--- src/rtl/random_pulse_monitor.sv ---
// random_pulse_monitor
//   Receive-side statistics block for an asynchronous pulse stream.
//   The input is synchronized, rising edges are detected and counted, and the
//   edge-to-edge gap (in clk cycles) is tracked as last/min/max. A stall flag
//   rises when no edge has been seen for TIMEOUT cycles while measuring.
//   All results are read back one byte at a time through sel/data_out.
//
//   Optional build macro RANDOM_PULSE_MONITOR_WIDTH_EN adds a high-time
//   measurement (last_width, readable on sel 8/9). Without it sel 8/9 read 0.
//
// Ports
//   clk       system clock
//   rst_n     asynchronous active-low reset (all flops, synchronizer included)
//   en        measurement enable
//   clr       synchronous clear of all statistics (highest priority)
//   pulse_in  asynchronous pulse stream
//   sel       readout byte select
//   data_out  selected statistic byte, registered (1-cycle latency)
//   edge_stb  one-cycle strobe per accepted rising edge
//   valid     at least one gap recorded since reset/clr
//   stall     no edge for TIMEOUT cycles while measuring
//
// Readout map (sel): 0/1 pulse_cnt, 2/3 last_gap, 4/5 min_gap, 6/7 max_gap,
//   8/9 last_width, 10 status {5'b0, stall, valid, measuring}, others 0x00.
module random_pulse_monitor #(
   parameter int CNT_W       = 16,
   parameter int SYNC_STAGES = 2,
   parameter int TIMEOUT     = 1000
) (
   input  logic       clk,
   input  logic       rst_n,
   input  logic       en,
   input  logic       clr,
   input  logic       pulse_in,
   input  logic [3:0] sel,
   output logic [7:0] data_out,
   output logic       edge_stb,
   output logic       valid,
   output logic       stall
);

   typedef enum logic [1:0] {
      IDLE    = 2'd0,
      ARMED   = 2'd1,
      MEASURE = 2'd2
   } state_t;

   localparam logic [CNT_W-1:0] CNT_MAX   = '1;
   localparam logic [CNT_W-1:0] CNT_ONE   = CNT_W'(1);
   localparam logic [CNT_W-1:0] TIMEOUT_C = CNT_W'(TIMEOUT);
   // Readout bytes are taken from a 16-bit view; narrower counters are
   // zero-extended so their upper bytes read as zero.
   localparam int EXT_W = (CNT_W > 16) ? CNT_W : 16;

   function automatic logic [CNT_W-1:0] sat_inc(input logic [CNT_W-1:0] v);
      return (v == CNT_MAX) ? v : v + CNT_ONE;
   endfunction

   function automatic logic [15:0] ext16(input logic [CNT_W-1:0] v);
      logic [EXT_W-1:0] w;
      w = EXT_W'(v);
      return w[15:0];
   endfunction

   state_t                 state_q, state_d;
   logic [SYNC_STAGES-1:0] sync_p0;
   logic                   hist_p1;
   logic                   sync_out;
   logic                   rise;
   logic                   active;
   logic                   take;

   logic [CNT_W-1:0]       pulse_cnt;
   logic [CNT_W-1:0]       last_gap;
   logic [CNT_W-1:0]       min_gap;
   logic [CNT_W-1:0]       max_gap;
   logic [CNT_W-1:0]       gap_cnt, gap_d;
   logic                   stall_d;

   logic [15:0]            pulse_cnt16, last_gap16, min_gap16, max_gap16;
   logic [15:0]            width16;
   logic [7:0]             rd_byte;

   // ---- stage 0/1: input synchronizer and edge history ----
   always_ff @(posedge clk or negedge rst_n) begin
      if (!rst_n) begin
         sync_p0 <= '0;
         hist_p1 <= 1'b0;
      end else begin
         sync_p0 <= {sync_p0[SYNC_STAGES-2:0], pulse_in};
         hist_p1 <= sync_p0[SYNC_STAGES-1];
      end
   end

   assign sync_out = sync_p0[SYNC_STAGES-1];
   assign rise     = sync_out & ~hist_p1;

   // An edge is accepted only while measuring is enabled in ARMED/MEASURE;
   // an edge coinciding with clr is dropped entirely.
   assign active = en && (state_q != IDLE);
   assign take   = rise && active && !clr;

   // ---- stage 2: FSM, gap counter and stall ----
   always_ff @(posedge clk or negedge rst_n) begin
      if (!rst_n) begin
         state_q <= IDLE;
         gap_cnt <= '0;
         stall   <= 1'b0;
      end else begin
         state_q <= state_d;
         gap_cnt <= gap_d;
         stall   <= stall_d;
      end
   end

   always_comb begin
      state_d = state_q;
      gap_d   = gap_cnt;
      stall_d = 1'b0;
      if (clr) begin
         state_d = en ? ARMED : IDLE;
         gap_d   = '0;
      end else if (!en) begin
         // gap_cnt is held; re-entry to MEASURE always restarts it at 1,
         // so a gap spanning a disabled period is never recorded.
         state_d = IDLE;
      end else begin
         case (state_q)
            IDLE: begin
               state_d = ARMED;
            end
            ARMED: begin
               if (rise) begin
                  state_d = MEASURE;
                  gap_d   = CNT_ONE;
               end
            end
            MEASURE: begin
               gap_d = rise ? CNT_ONE : sat_inc(gap_cnt);
            end
            default: begin
               state_d = IDLE;
            end
         endcase
      end
      // Computed from next-state values so stall drops the cycle after an
      // edge, a clr or leaving MEASURE.
      stall_d = (state_d == MEASURE) && (gap_d >= TIMEOUT_C);
   end

   // ---- stage 2: edge strobe and statistics ----
   always_ff @(posedge clk or negedge rst_n) begin
      if (!rst_n) begin
         edge_stb  <= 1'b0;
         valid     <= 1'b0;
         pulse_cnt <= '0;
         last_gap  <= '0;
         min_gap   <= '1;
         max_gap   <= '0;
      end else begin
         edge_stb <= take;
         if (clr) begin
            valid     <= 1'b0;
            pulse_cnt <= '0;
            last_gap  <= '0;
            min_gap   <= '1;
            max_gap   <= '0;
         end else if (take) begin
            pulse_cnt <= sat_inc(pulse_cnt);
            // The first edge after arming only starts the gap timer.
            if (state_q == MEASURE) begin
               last_gap <= gap_cnt;
               valid    <= 1'b1;
               if (gap_cnt < min_gap) begin
                  min_gap <= gap_cnt;
               end
               if (gap_cnt > max_gap) begin
                  max_gap <= gap_cnt;
               end
            end
         end
      end
   end

`ifdef RANDOM_PULSE_MONITOR_WIDTH_EN
   logic             fall;
   logic [CNT_W-1:0] width_cnt;
   logic [CNT_W-1:0] last_width;

   assign fall = ~sync_out & hist_p1;

   // ---- stage 2: high-time measurement ----
   always_ff @(posedge clk or negedge rst_n) begin
      if (!rst_n) begin
         width_cnt  <= '0;
         last_width <= '0;
      end else if (clr) begin
         width_cnt  <= '0;
         last_width <= '0;
      end else if (!active) begin
         width_cnt  <= '0;
      end else if (fall) begin
         last_width <= width_cnt;
         width_cnt  <= '0;
      end else if (sync_out) begin
         width_cnt  <= sat_inc(width_cnt);
      end
   end

   assign width16 = ext16(last_width);
`else
   assign width16 = 16'h0000;
`endif

   assign pulse_cnt16 = ext16(pulse_cnt);
   assign last_gap16  = ext16(last_gap);
   assign min_gap16   = ext16(min_gap);
   assign max_gap16   = ext16(max_gap);

   always_comb begin
      rd_byte = 8'h00;
      case (sel)
         4'd0:    rd_byte = pulse_cnt16[7:0];
         4'd1:    rd_byte = pulse_cnt16[15:8];
         4'd2:    rd_byte = last_gap16[7:0];
         4'd3:    rd_byte = last_gap16[15:8];
         4'd4:    rd_byte = min_gap16[7:0];
         4'd5:    rd_byte = min_gap16[15:8];
         4'd6:    rd_byte = max_gap16[7:0];
         4'd7:    rd_byte = max_gap16[15:8];
         4'd8:    rd_byte = width16[7:0];
         4'd9:    rd_byte = width16[15:8];
         4'd10:   rd_byte = {5'b00000, stall, valid, (state_q == MEASURE)};
         default: rd_byte = 8'h00;
      endcase
   end

   // ---- stage 3: registered readout (shows pre-update statistics) ----
   always_ff @(posedge clk or negedge rst_n) begin
      if (!rst_n) begin
         data_out <= 8'h00;
      end else begin
         data_out <= rd_byte;
      end
   end

endmodule
--- config.mk ---
export PLATFORM = sky130hd
export DESIGN_NAME = random_pulse_monitor
export DESIGN_NICKNAME = d
export VERILOG_FILES = /design/src/rtl/random_pulse_monitor.sv
export SDC_FILE = /design/constraint.sdc
export NUM_CORES = 1
export LEC_CHECK = 0
export ABC_AREA = 1
export BUFFER_PORTS_ARGS = -buffer_cell sky130_fd_sc_hd__buf_2
export CAP_MARGIN = 20
export CORE_MARGIN = 5
export CORE_UTILIZATION = 55
export CTS_CLUSTER_DIAMETER = 50
export DETAILED_ROUTE_END_ITERATION = 8
export GPL_TIMING_DRIVEN = 0
export PLACE_DENSITY = 0.72
export SLEW_MARGIN = 10
export SYNTH_ARGS = -nofsm -noshare
export SYNTH_HDL_FRONTEND = slang
export SYNTH_SLANG_ARGS = --single-unit
--- constraint.sdc ---
create_clock -name clk -period 2.4 [get_ports clk]
set_input_delay 0.12 -clock clk [delete_from_list [all_inputs] [get_ports clk]]
set_output_delay 0.12 -clock clk [all_outputs]
set_load 0.1 [all_outputs]
After elaboration in Yosys (flattened, before gate mapping). Cells that the tools add are included.

Bits in registers: 96. Output and inout bits: 11. Logic and storage cells: 78. Input port bits: 9.

Add/sub/neg operators: 2. Reductions and logical operators: 16. Bitwise operators: 2. Equal/unequal tests: 14. Muxes and demuxes: 29. Magnitude comparators: 3.

Operators by type and width (number): two-way mux 16 bit (19); one-hot mux 8 bit (9 select lines) (1); adder 16 x 1 -> 16 bit, second input constant (2); equality test 16 bit, second input constant (2); one-hot mux 16 bit (2 select lines) (1); equality test 4 x 3 -> 1 bit, second input constant (4); greater-or-equal comparator 16 x 10 -> 1 bit, second input constant (1); > comparator 16 bit (1); less-than comparator 16 bit (1); nonzero test 2 bit (5); equality test 4 x 2 -> 1 bit, second input constant (2); two-way mux 2 bit (3); one-hot mux 2 bit (3 select lines) (1); AND reduction 3 bit (2); equality test 2 bit, second input constant (2); equality test 4 x 1 -> 1 bit, second input constant (1); equality test 4 bit, second input constant (1); logical AND 1 bit (4); logical NOT 4 bit (1); two-way mux 1 bit (4); AND reduction 2 bit (2); equality test 2 x 1 -> 1 bit, second input constant (1); logical NOT 2 bit (1); inequality test 2 bit, second input constant (1); 3 further kinds (3).

Logic depth before layout (Yosys ltp).
Word-level depth: 8. Gate-level depth with buffers: 13. Gate-level depth less buffers: 13.

Worst setup path before layout. OpenSTA, ideal clock, no wires.

Path kind: reg2reg. From: reg min_gap[15]. To: reg min_gap[10]. Path buffers: 1. Period minus slack after synthesis: 1.938 ns. Arrival time: 1.861 ns. Library setup time: 0.076 ns. Cell stages (with the launch flop): 14. Path slack: 0.462 ns. Data required time: 2.324 ns. Path through: dfstp_2 -> inv_1 -> ha_1 -> nand2_1 -> inv_1 -> nand3_1 -> inv_1 -> nand2_1 -> nand3_1 -> o21ai_4 -> nand3_2 -> buf_2 -> nand2_1 -> nand2_1.

Cells in the longest elaborated chain, start to end: 3.

Ends and longest elaborated chain: start, declared (RTL line 75) `logic [CNT_W-1:0] min_gap;`; start signal, assigned (RTL line 175) `min_gap <= gap_cnt;`; less-than comparator 16 bit (RTL line 174) `if (gap_cnt < min_gap) begin`; nonzero test 2 bit (no source line); AND reduction 3 bit (no source line).

Every way passes these cells. A chain may end at the register's enable or synchronous reset.

Worst setup path after layout.
From: reg gap_cnt[7]. To: reg max_gap[14].

Cells in the longest elaborated chain, start to end: 3.

Ends and longest elaborated chain: start, declared (RTL line 77) `logic [CNT_W-1:0] gap_cnt, gap_d;`; start signal, assigned (RTL line 111) `gap_cnt <= gap_d;`; > comparator 16 bit (RTL line 177) `if (gap_cnt > max_gap) begin`; nonzero test 2 bit (no source line); AND reduction 3 bit (no source line); end signal, assigned (RTL line 178) `max_gap <= gap_cnt;`; end, declared (RTL line 76) `logic [CNT_W-1:0] max_gap;`.

Every way passes these cells.

==> out/qor.csv <==
metric;value;unit
startpoint_type;register;
firstDrtPassIters;7;
antenna_cells;0;
switching_power;1.01;mW
synth_fp_nets;834;
worstPathRequired;2.74;ns
slew_headroom;53.7;%
worst_slew_pin_slew;0.695;ns
cts-root-buf;clkbuf_8;
period_minus_slack;2.26;ns
layout.cells.most_common;nand2_1;
vdd_ir_drop_max;0.440;mV
rsz0062_at_grt;false;
synth-seq-cells;96;
hold_class;input pin to register;
leakage;3.27;nW
dieArea;13200;µm²
initial_utilization;55.9;%
comb_power_share;13.0;%
hold_viol;0;
grt_pass1_vias;5421;
grt_use_total;29.6;%
setup_viol;0;
detail_route.wl_per_cell;19.5;µm
slew_viol_final;0;
port_buffers;19;
ant_nets;0;
skew;0.0136;ns
cts_tree;yes;
cp_cell_sequence;ha_1 > a21oi_1 > o21ai_0 > o21bai_1 > nand2_1 > o2111ai_1 > nand2_2 > buf_2 > nand3_1 > nand2_1;
cts_setup_buffers;0;
area_growth;9.00;%
core;10800;µm²
cp.arrival;2.60;ns
yosysWarnings;0;
fin_nets;866;
clk_latency;0.39;ns
final_cells;965;
yosysSeqAreaShare;40.1;%
slowest_delay;0.48;ns
cpMostUsedCell;nand2_1;
num_rows;38;
cpMaxStageDelayCell;dfrtp_1;
seqPwrFrac;52.5;%
syn_avg_cell_area;7.66;µm²
cp_max_fo;10;
drv_cap;0;
die_h;115;µm
dp_cells;948;
grt_overflow_total;0;
drcViolationCount;0;
drive_gt1_share;13.2;%
path_buf_inv;1;
antenna_found_initial;0;
power_density;507;nW/µm²
switching_share;30.4;%
cts_max_level;3;
synth_area;6040;µm²
die_w;115;µm
r2r_slack;0.14;ns
final_cell_mix;204 x nand2_1, 113 x inv_1, 79 x dfrtp_1;
fin_crit_sh;94.2;%
synthCells;788;
dp_hpwl;14500;µm
finish.utilization;61.0;%
place_congestion;1.00;
clock_path_buffers;2;
routed_wl;18900;µm
crit_family;compound AO/OA/AOI/OAI gates;
outcome;complete, no violations;
power.total;3.34;mW
grt_max_degree;59;
drt_iter0_drc;715;
critical_path_class;register to register;
fmax;0.442;GHz
numCtsBuffers;9;
clock_sinks;96;
vias;5635;
ios;20;
grt_pass1_wl;29400;µm
clockPowerShare;34.6;%
viasPerCell;5.84;
p_int;2.32;mW
setup_tns;0;ns
end_kind;register;
synth_cell_types;44;
path_clk_slew;0.11;ns
## cells by family (layout without fill, tap and decap cells)
family                   after synthesis  count (layout)  synth area share, %
flip-flops                            96              96                 40.1
adder cells (fa/ha/maj)               37              37                 7.67
buffers and inverters                134             171                 8.87
AND/OR/NAND/NOR                      391             391                 29.8
XOR/XNOR                               2               2                0.290
AO/OA/AOI/OAI                        121             121                 11.9
multiplexers                           7               7                 1.31
## metal layers
layer	global-route usage [%]	share of wire, %	vias up
li1	-	-	2666
met4	12.8	4.0	0
met5	0	0	-
met2	45.8	45	240
met1	40.3	43	2684
met3	6.53	7.6	45
## final timing paths
kind                                 start          end  cells after the start
max in group asynchronous            rst_n   gap_cnt[3]                      3
min in group asynchronous            rst_n   gap_cnt[8]                      2
worst max register to register  gap_cnt[7]  max_gap[14]                     10
worst min register to register  sync_p0[0]   sync_p0[1]                      0
worst max-delay path            gap_cnt[7]  max_gap[14]                     10
worst min-delay path                    en   state_q[1]                      3
## power by group through the flow
stage | logic (mW) | registers, mW | clock network [mW]
CTS | 0.428 | 1.75 | 1.17
global placement | 0.406 | 1.78 | 0
finish | 0.433 | 1.75 | 1.15
global route | 0.480 | 1.76 | 1.24
detailed placement | 0.425 | 1.78 | 0
floorplan | 0.232 | 1.81 | 0
## repair_timing
action / 4_1_cts / 5_1_grt
hold endpoints to repair: 27 / 0
hold buffers: 2 / 0
resized for setup: 0 / 5
endpoints found under the setup margin: 0 / 21
## stage by stage
| step | area, µm² | worst slack, ns | hold WS, ns |
|---|---|---|---|
| after floorplan | 6040 | 0.462 | -0.176 |
| after global placement | 6310 | 0.167 | 0.232 |
| after detailed placement | 6340 | 0.146 | 0.136 |
| after CTS | 6560 | 0.114 | 0.00549 |
| after global routing | 6580 | 0.0249 | 0.0191 |
| final | 6580 | 0.139 | 0.0184 |
## cell usage after synthesis (all sizes together)
| library cell | count | area share [%] |
|---|---|---|
| dfrtp | 80 | 33 |
| o211ai | 3 | 0.37 |
| o22ai | 20 | 2.1 |
| o31ai | 2 | 0.25 |
| a22oi | 1 | 0.12 |
| buf | 12 | 1.1 |
| a31oi | 5 | 0.52 |
| nor2 | 72 | 5.9 |
| o21ai | 33 | 2.9 |
| nand3 | 55 | 4.7 |
| a32o | 1 | 0.17 |
| nand4 | 33 | 3.4 |
| nand2 | 218 | 14 |
| bufinv | 1 | 0.29 |
| or2 | 1 | 0.10 |
| inv | 116 | 7.2 |
| nor4 | 4 | 0.41 |
| o21bai | 3 | 0.37 |
| o21a | 1 | 0.12 |
| dfstp | 16 | 7.0 |
| a21boi | 2 | 0.25 |
| mux2 | 7 | 1.3 |
| clkbuf | 5 | 0.31 |
| a211oi | 2 | 0.25 |
| a21oi | 43 | 3.6 |
| nor3 | 8 | 0.85 |
| xor2 | 2 | 0.29 |
| a41oi | 1 | 0.27 |
| ha | 37 | 7.7 |
| o2111ai | 4 | 0.58 |
## cell type report
class	count	area [µm²]
inverter	117	453
tap	140	175
sequential	96	2420
multi-input combinational	558	3100
timing repair buffer	22	145
clock inverter	7	83.8
clock buffer	9	124
buffer	16	77.6
fill	1003	4210
## sequential cells by signal (all words and copies together), names as in the netlist
register	cells
data_out	8
edge_stb	1
gap_cnt	16
hist_p1	1
last_gap	16
max_gap	16
min_gap	16
pulse_cnt	16
stall	1
state_q	2
sync_p0	2
valid	1
## worst register-to-register path, cell delays in order (launching register included)
cell,delay [ns]
dfrtp_1,0.48
ha_1,0.36
a21oi_1,0.17
o21ai_0,0.13
o21bai_1,0.18
nand2_1,0.09
o2111ai_1,0.16
nand2_2,0.20
buf_2,0.27
nand3_1,0.10
nand2_1,0.08
Note: power is estimated with default switching activity, not from simulation.
